[src/rtl/fetch_stage_pkg.sv]
// Shared definitions for the instruction-fetch stage: FSM state encoding,
// default reset PC and the canonical NOP word.
package fetch_stage_pkg;

    typedef enum logic [1:0] {
        S_IDLE = 2'd0,
        S_REQ  = 2'd1,
        S_WAIT = 2'd2,
        S_HOLD = 2'd3
    } fetch_state_t;

    localparam logic [31:0] RESET_PC_DEFAULT = 32'h0000_0000;
    localparam logic [31:0] NOP_INST         = 32'h0000_0013;

endpackage

[src/rtl/fetch_stage.sv]
// Instruction-fetch stage: owns the PC, issues one outstanding imem request at a
// time, buffers the returned word for decode and honours trap/flush redirects.
module fetch_stage
    import fetch_stage_pkg::*;
#(
    parameter logic [31:0] RESET_PC = RESET_PC_DEFAULT,
    parameter int          CNT_W    = 32
) (
    input  logic             clk,
    input  logic             rst,
    output logic [31:0]      pc,
    input  logic [31:0]      pc_next,
    input  logic             flush,
    input  logic [31:0]      flush_pc,
    output logic             imem_req_valid,
    output logic [31:0]      imem_req_addr,
    input  logic             imem_req_ready,
    input  logic             imem_resp_valid,
    input  logic [31:0]      imem_resp_data,
    output logic             inst_valid,
    output logic [31:0]      inst,
    output logic [31:0]      inst_pc,
    input  logic             inst_ready,
    output logic [CNT_W-1:0] fetch_count
);

    fetch_state_t     state_q, state_d;
    logic [31:0]      pc_q, pc_d;
    logic [31:0]      inst_q, inst_d;
    logic [31:0]      inst_pc_q, inst_pc_d;
    logic             kill_q, kill_d;
    logic [CNT_W-1:0] count_q, count_d;

    always_ff @(posedge clk or posedge rst) begin
        if (rst) begin
            state_q   <= S_IDLE;
            pc_q      <= RESET_PC;
            inst_q    <= '0;
            inst_pc_q <= '0;
            kill_q    <= 1'b0;
            count_q   <= '0;
        end else begin
            state_q   <= state_d;
            pc_q      <= pc_d;
            inst_q    <= inst_d;
            inst_pc_q <= inst_pc_d;
            kill_q    <= kill_d;
            count_q   <= count_d;
        end
    end

    // kill marks an already-accepted request whose response must be swallowed.
    always_comb begin
        state_d   = state_q;
        pc_d      = pc_q;
        inst_d    = inst_q;
        inst_pc_d = inst_pc_q;
        kill_d    = kill_q;
        count_d   = count_q;

        case (state_q)
            S_IDLE: begin
                state_d = S_REQ;
                if (flush) pc_d = flush_pc;
            end
            S_REQ: begin
                if (flush) pc_d = flush_pc;
                if (imem_req_ready) begin
                    state_d = S_WAIT;
                    kill_d  = flush;
                end
            end
            S_WAIT: begin
                if (flush) begin
                    pc_d = flush_pc;
                    if (imem_resp_valid) begin
                        state_d = S_REQ;
                        kill_d  = 1'b0;
                    end else begin
                        kill_d  = 1'b1;
                    end
                end else if (imem_resp_valid) begin
                    if (kill_q) begin
                        kill_d  = 1'b0;
                        state_d = S_REQ;
                    end else begin
                        inst_d    = imem_resp_data;
                        inst_pc_d = pc_q;
                        state_d   = S_HOLD;
                    end
                end
            end
            S_HOLD: begin
                if (flush) begin
                    pc_d    = flush_pc;
                    state_d = S_REQ;
                end else if (inst_ready) begin
                    pc_d    = pc_next;
                    count_d = count_q + {{(CNT_W-1){1'b0}}, 1'b1};
                    state_d = S_REQ;
                end
            end
            default: state_d = S_IDLE;
        endcase
    end

    assign pc             = pc_q;
    assign imem_req_valid = (state_q == S_REQ);
    assign imem_req_addr  = pc_q;
    assign inst_valid     = (state_q == S_HOLD);
    assign inst           = inst_q;
    assign inst_pc        = inst_pc_q;
    assign fetch_count    = count_q;

endmodule

[config.mk]
export PLATFORM = sky130hd
export DESIGN_NAME = fetch_stage
export DESIGN_NICKNAME = d
export VERILOG_FILES = /design/src/rtl/fetch_stage_pkg.sv /design/src/rtl/fetch_stage.sv
export SDC_FILE = /design/constraint.sdc
export NUM_CORES = 1
export LEC_CHECK = 0
export ABC_AREA = 1
export CORE_ASPECT_RATIO = 0.8
export CORE_MARGIN = 2
export CORE_UTILIZATION = 29
export CTS_BUF_LIST = sky130_fd_sc_hd__clkbuf_8
export DETAILED_ROUTE_END_ITERATION = 16
export MAX_ROUTING_LAYER = met4
export PLACE_DENSITY = 0.62
export SYNTH_ARGS = -nofsm -noshare
export SYNTH_HDL_FRONTEND = slang
export SYNTH_SLANG_ARGS = --single-unit
[constraint.sdc]
create_clock -name clk -period 5.6 [get_ports clk]
set_input_delay 0.84 -clock clk [delete_from_list [all_inputs] [get_ports clk]]
set_output_delay 0.84 -clock clk [all_outputs]
set_load 0.01 [all_outputs]
== After elaboration in Yosys (flattened, before gate mapping) ==
Index checks and enable logic that the tools add are counted.
Cells by class
  add/sub/neg operators: 1
  multiply operators: 0
  divide/modulo/power cells: 0
  order comparisons: 0
  eq/ne operators: 8
  shifts and indexed selects: 0
  mux-type cells: 17
  bitwise operators: 2
  reductions and logical operators: 8
Operator list (number)
  $mux 32: 3
  $pmux 32 s2: 1
  $add 32x1->32 const B: 1
  $mux 2: 7
  $reduce_and 3->1: 3
  $pmux 2 s4: 1
  $eq 2x2->1 const B: 2
  $mux 1: 4
  $ne 2x1->1 const B: 2
  $reduce_and 4->1: 1
  $ne 3x2->1 const B: 1
  $ne 3x3->1 const B: 1
  $reduce_or 3->1: 1
  $eq 2x1->1 const B: 1
  $logic_not 2->1: 1
  $ne 2x2->1 const B: 1
  $not 1->1: 2
  $pmux 1 s2: 1
  $reduce_and 2->1: 1
  $reduce_bool 2->1: 1
Storage, ports and cells
  flip-flop bits (word level): 131
  latch bits: 0
  memory bits (writable): 0
  ROM bits: 0
  output and inout bits: 162
  word-level logic and storage cells: 42
  memories kept: 0

== Depth between registers and ports, before layout ==
  depth in word-level cells: 4
  mapped depth: 9
  mapped depth without buffers: 9

== Least setup slack after synthesis ==
No wires, ideal clock.
  kind: input port to flip-flop
  start point: in flush
  end point: reg inst_q[10] (netlist: inst[10])
  arrival: 1.633 ns
  data required time: 5.475 ns
  slack: 3.842 ns
  cell stages on the path: 5
  buffers on the path: 2
  cells stage by stage: buf_6 -> nor2_4 -> nand3_4 -> buf_6 -> mux2_4
Between the ends
  longest elaborated chain between the ends: 2
RTL lines
  start: declaration: RTL line fetch_stage.sv:13  | input logic flush,
  $not 1->1 (no source line)
  $reduce_and 4->1 (no source line)
  end signal: assignment: RTL line fetch_stage.sv:45  | inst_q <= inst_d;
  end: declaration: RTL line fetch_stage.sv:29  | logic [31:0] inst_q, inst_d;
No other way between the ends.
A chain may end at the register's enable or synchronous reset.

== Worst setup path after layout ==
  start point: in flush
  end point: reg inst_pc_q[16] (netlist: inst_pc[16])
Between the ends
  longest elaborated chain between the ends: 2
RTL lines
  $not 1->1 (no source line)
  $reduce_and 4->1 (no source line)
  end signal: assignment: RTL line fetch_stage.sv:46  | inst_pc_q <= inst_pc_d;
  end: declaration: RTL line fetch_stage.sv:30  | logic [31:0] inst_pc_q, inst_pc_d;
No other way between the ends.

==> impl_results.rst <==
.. list-table::
   :header-rows: 1

   * - Metric
     - Value
   * - Status
     - finished, final reports clean
   * - Clock tree from TritonCTS
     - yes
   * - Element type at the critical path start
     - input pin
   * - Yosys warning count
     - 0
   * - Final hold violation count
     - 0
   * - CP Capture Type
     - flip-flop
   * - Cts repair resizes
     - 0
   * - Share of the core filled with cells
     - 0.433
   * - Path type of the worst setup path
     - input pin to flip-flop
   * - Area of the mapped netlist
     - 6260 um^2
   * - Share of the clock period used by the worst path after layout
     - 0.463
   * - DRC viols
     - 0
   * - Filler Cell Count
     - 2,094
   * - Residual antenna-violating net count after detailed routing
     - 0
   * - Layout Skew
     - 20.8 ps
   * - Slowest cell on crit path
     - sky130_fd_sc_hd__nand3_4
   * - Top cell family by delay on the critical path
     - simple AND/OR/NAND/NOR gates
   * - Critical path data required time
     - 5910 ps
   * - Layout overhead on the synthesized area
     - 47.8%
   * - Worst rel slew slack
     - 0.351
   * - Register bit total from synthesis
     - 131
   * - Proportion of power drawn by combinational gates
     - 0.396
   * - Fraction of power consumed by sequential logic
     - 0.389
   * - Clock latency of the later-clocked register in the worst-skew pair
     - 450 ps
   * - Number of top-level pins
     - 264
   * - Critical path arrival
     - 2900 ps
   * - Routed wire length
     - 18,500 um
   * - EDFF count, synth
     - 0
   * - Met3 global-route usage
     - 0.0362
   * - Pre-Repair DR Iteration Count
     - 4
   * - Met2 Track Usage GR
     - 0.266
   * - Accumulated negative setup slack
     - 0 ps
   * - Global route total overflow
     - 0
   * - Switching component of the power
     - 1190 uW
   * - Cells traversed along the worst timing path
     - buf_2 -> nor2_4 -> nand3_4 -> buf_4 -> nand2_1 -> o21ai_0
   * - Antenna violations before repair
     - 0
   * - Worst-case hold slack
     - 488 ps
   * - Number of vias per cell
     - 4.48
   * - Static leakage
     - 0.00402 uW
   * - Detailed placement HPWL
     - 13,700 um
   * - H-tree lvl count
     - 4
   * - Initial core utilization
     - 0.293
   * - Final nets
     - 999
   * - Global Route Usage Sum
     - 0.169
   * - Max_cap viols
     - 0
   * - Final GP Congestion
     - 0.832
   * - Switching fraction of total power
     - 0.327
   * - Share of flip-flops with an asynchronous set or reset
     - 1.00
   * - Portion of synthesized cell area occupied by the leading cell type
     - 0.523
   * - Worst-path clk slew
     - 80 ps
   * - Violation count after the first detailed-routing iteration
     - 308
   * - Part of the Yosys area used for sequential elements
     - 0.523
   * - Fraction of power consumed by the clock network
     - 0.215
   * - Largest cells by area after synthesis
     - sky130_fd_sc_hd__dfrtp_1, sky130_fd_sc_hd__nand2_1, sky130_fd_sc_hd__mux2_4, sky130_fd_sc_hd__nor2_1, sky130_fd_sc_hd__o21ai_0
   * - Clock net sink count
     - 131
   * - Commonest register cell after synthesis
     - sky130_fd_sc_hd__dfrtp_1
   * - Via count of the first global-routing pass
     - 5,168
   * - Layout cells sized above 1
     - 0.0993
   * - Worst hold path class
     - flip-flop to flip-flop
   * - Count of mapped cells out of synthesis
     - 664
   * - PwrDens
     - 394 nW/um^2
   * - Global Route met1 Usage
     - 0.219
   * - Number of buffers inserted by post-CTS setup repair
     - 0
   * - Count of input and output buffers
     - 263
   * - Post-synthesis net count
     - 770
   * - Placeable core area
     - 21,400 um^2
   * - Crit path largest cell delay
     - 700 ps
   * - Number of distinct library cells after synthesis
     - 33
   * - Hold-fix buffer count after cts
     - 0
   * - Pin slew with the least headroom to its limit
     - 973 ps
   * - DR vias
     - 5,292
   * - Wire length of the first global-routing pass
     - 28,800 um
   * - Leading cell types by count after synthesis
     - sky130_fd_sc_hd__dfrtp_1, sky130_fd_sc_hd__nand2_1, sky130_fd_sc_hd__nor2_1
   * - Register area
     - 3280 um^2
   * - Syn Area/Cell
     - 9.43 um^2
   * - # diodes
     - 0
   * - Die X
     - 168 um
   * - CTS root buffer
     - sky130_fd_sc_hd__clkbuf_8
   * - Minimum clock period after layout
     - 2590 ps
   * - Drt wl/cell
     - 15.7 um
   * - RSZ-0062 raised after global routing
     - no
   * - Max IR drop VDD
     - 158 uV
   * - Maximum clock insertion buffer count
     - 2
   * - Multi-input logic area
     - 2350 um^2
   * - Number of placed instances with taps included
     - 1,149
   * - Pin count of the biggest net entering global routing
     - 93
   * - Overall die height
     - 135 um
   * - Number of placement rows
     - 48
   * - Area of the die
     - 22,800 um^2
   * - Final setup violation count
     - 0
   * - Max frequency
     - 386 MHz
   * - Library cell with the largest summed area after synthesis
     - sky130_fd_sc_hd__dfrtp_1
   * - Post-layout instance count excluding filler cells
     - 1,181
   * - Number of clock buffers inserted by TritonCTS
     - 17
   * - Buffer and inverter count on the worst path
     - 2
   * - Internal power of the cells
     - 2460 uW
   * - Top fanout value on the critical path
     - 61
   * - Total count of max-transition violations in the final report
     - 0
   * - Most Crowded Layer GR
     - met2
-- worst min-delay path, cell delays in order, from the launching register on --
cell	delay, ps
sky130_fd_sc_hd__dfrtp_1	350
sky130_fd_sc_hd__nand2_1	50
sky130_fd_sc_hd__o21ai_0	60
-- layout by cell type, fill, tap and decap left out, types with 5 or more instances in the layout --
| cell | n |
|---|---|
| sky130_fd_sc_hd__inv_1 | 60 |
| sky130_fd_sc_hd__nand3b_1 | 7 |
| sky130_fd_sc_hd__nor2_2 | 8 |
| sky130_fd_sc_hd__clkdlybuf4s50_1 | 262 |
| sky130_fd_sc_hd__mux2_4 | 32 |
| sky130_fd_sc_hd__o21ai_0 | 50 |
| sky130_fd_sc_hd__nand3_1 | 18 |
| sky130_fd_sc_hd__dfrtp_1 | 131 |
| sky130_fd_sc_hd__o21ai_1 | 21 |
| sky130_fd_sc_hd__nand2_1 | 131 |
| sky130_fd_sc_hd__inv_6 | 8 |
| sky130_fd_sc_hd__nor2_1 | 77 |
| sky130_fd_sc_hd__xor2_1 | 9 |
| sky130_fd_sc_hd__clkbuf_8 | 17 |
| sky130_fd_sc_hd__o22ai_1 | 32 |
| sky130_fd_sc_hd__xnor2_1 | 5 |
-- state kept, by name (all words and copies together), names as in the netlist --
register       cells
kill_q             1
inst_pc           32
inst              32
fetch_count       32
imem_req_addr     32
state_q            2
-- kinds of logic after synthesis --
family,after synthesis,share of synthesized area
AO/OA/AOI/OAI,107,0.0937
adder cells (fa/ha/maj),4,0.00799
multiplexers,32,0.0767
AND/OR/NAND/NOR,256,0.177
flip-flops,131,0.523
buffers and inverters,120,0.101
XOR/XNOR,14,0.0196
-- power by group through the flow --
stage                     clock (uW)  sequential, uW  combinational, uW
after floorplan                    0            1540                559
after global placement             0            1440               1440
after detailed placement           0            1440               1460
after CTS                        816            1420               1460
after global routing             856            1460               1550
final                            786            1420               1440
-- routing by layer --
layer / up-vias / share of wire
li1: 2584 / -
met1: 2521 / 0.46
met2: 167 / 0.47
met3: 20 / 0.051
met4: 0 / 0.017
met5: - / 0
-- final timing paths --
kind,startpoint,endpoint,slack (ps),cells after the start
worst max-delay path,flush,inst_pc[16],3010,6
worst min-delay path,inst_pc[12],inst_pc[12],490,2
worst max register to register,state_q[0],inst_pc[16],3250,6
worst min register to register,inst_pc[12],inst_pc[12],490,2
max in group asynchronous,rst,fetch_count[9],3530,3
min in group asynchronous,rst,fetch_count[20],920,2
-- through the flow --
stage	cell area, um^2	setup slack, ps	total power (uW)
after CTS	9250	2990	3700
final	9250	3010	3650
after floorplan	6260	1260	2100
after global placement	8870	2560	2880
after detailed placement	8870	2480	2900
after global routing	9250	2840	3870
-- final cells by class --
cell class	count	share of cell area
well taps	275	0.0372
inverters	64	0.0270
multi-input cells	413	0.254
flip-flops and latches	131	0.354
clock inverters	15	0.0158
clock buffers	17	0.0253
repair buffers	266	0.286
Note: power is estimated with default switching activity, not from simulation.
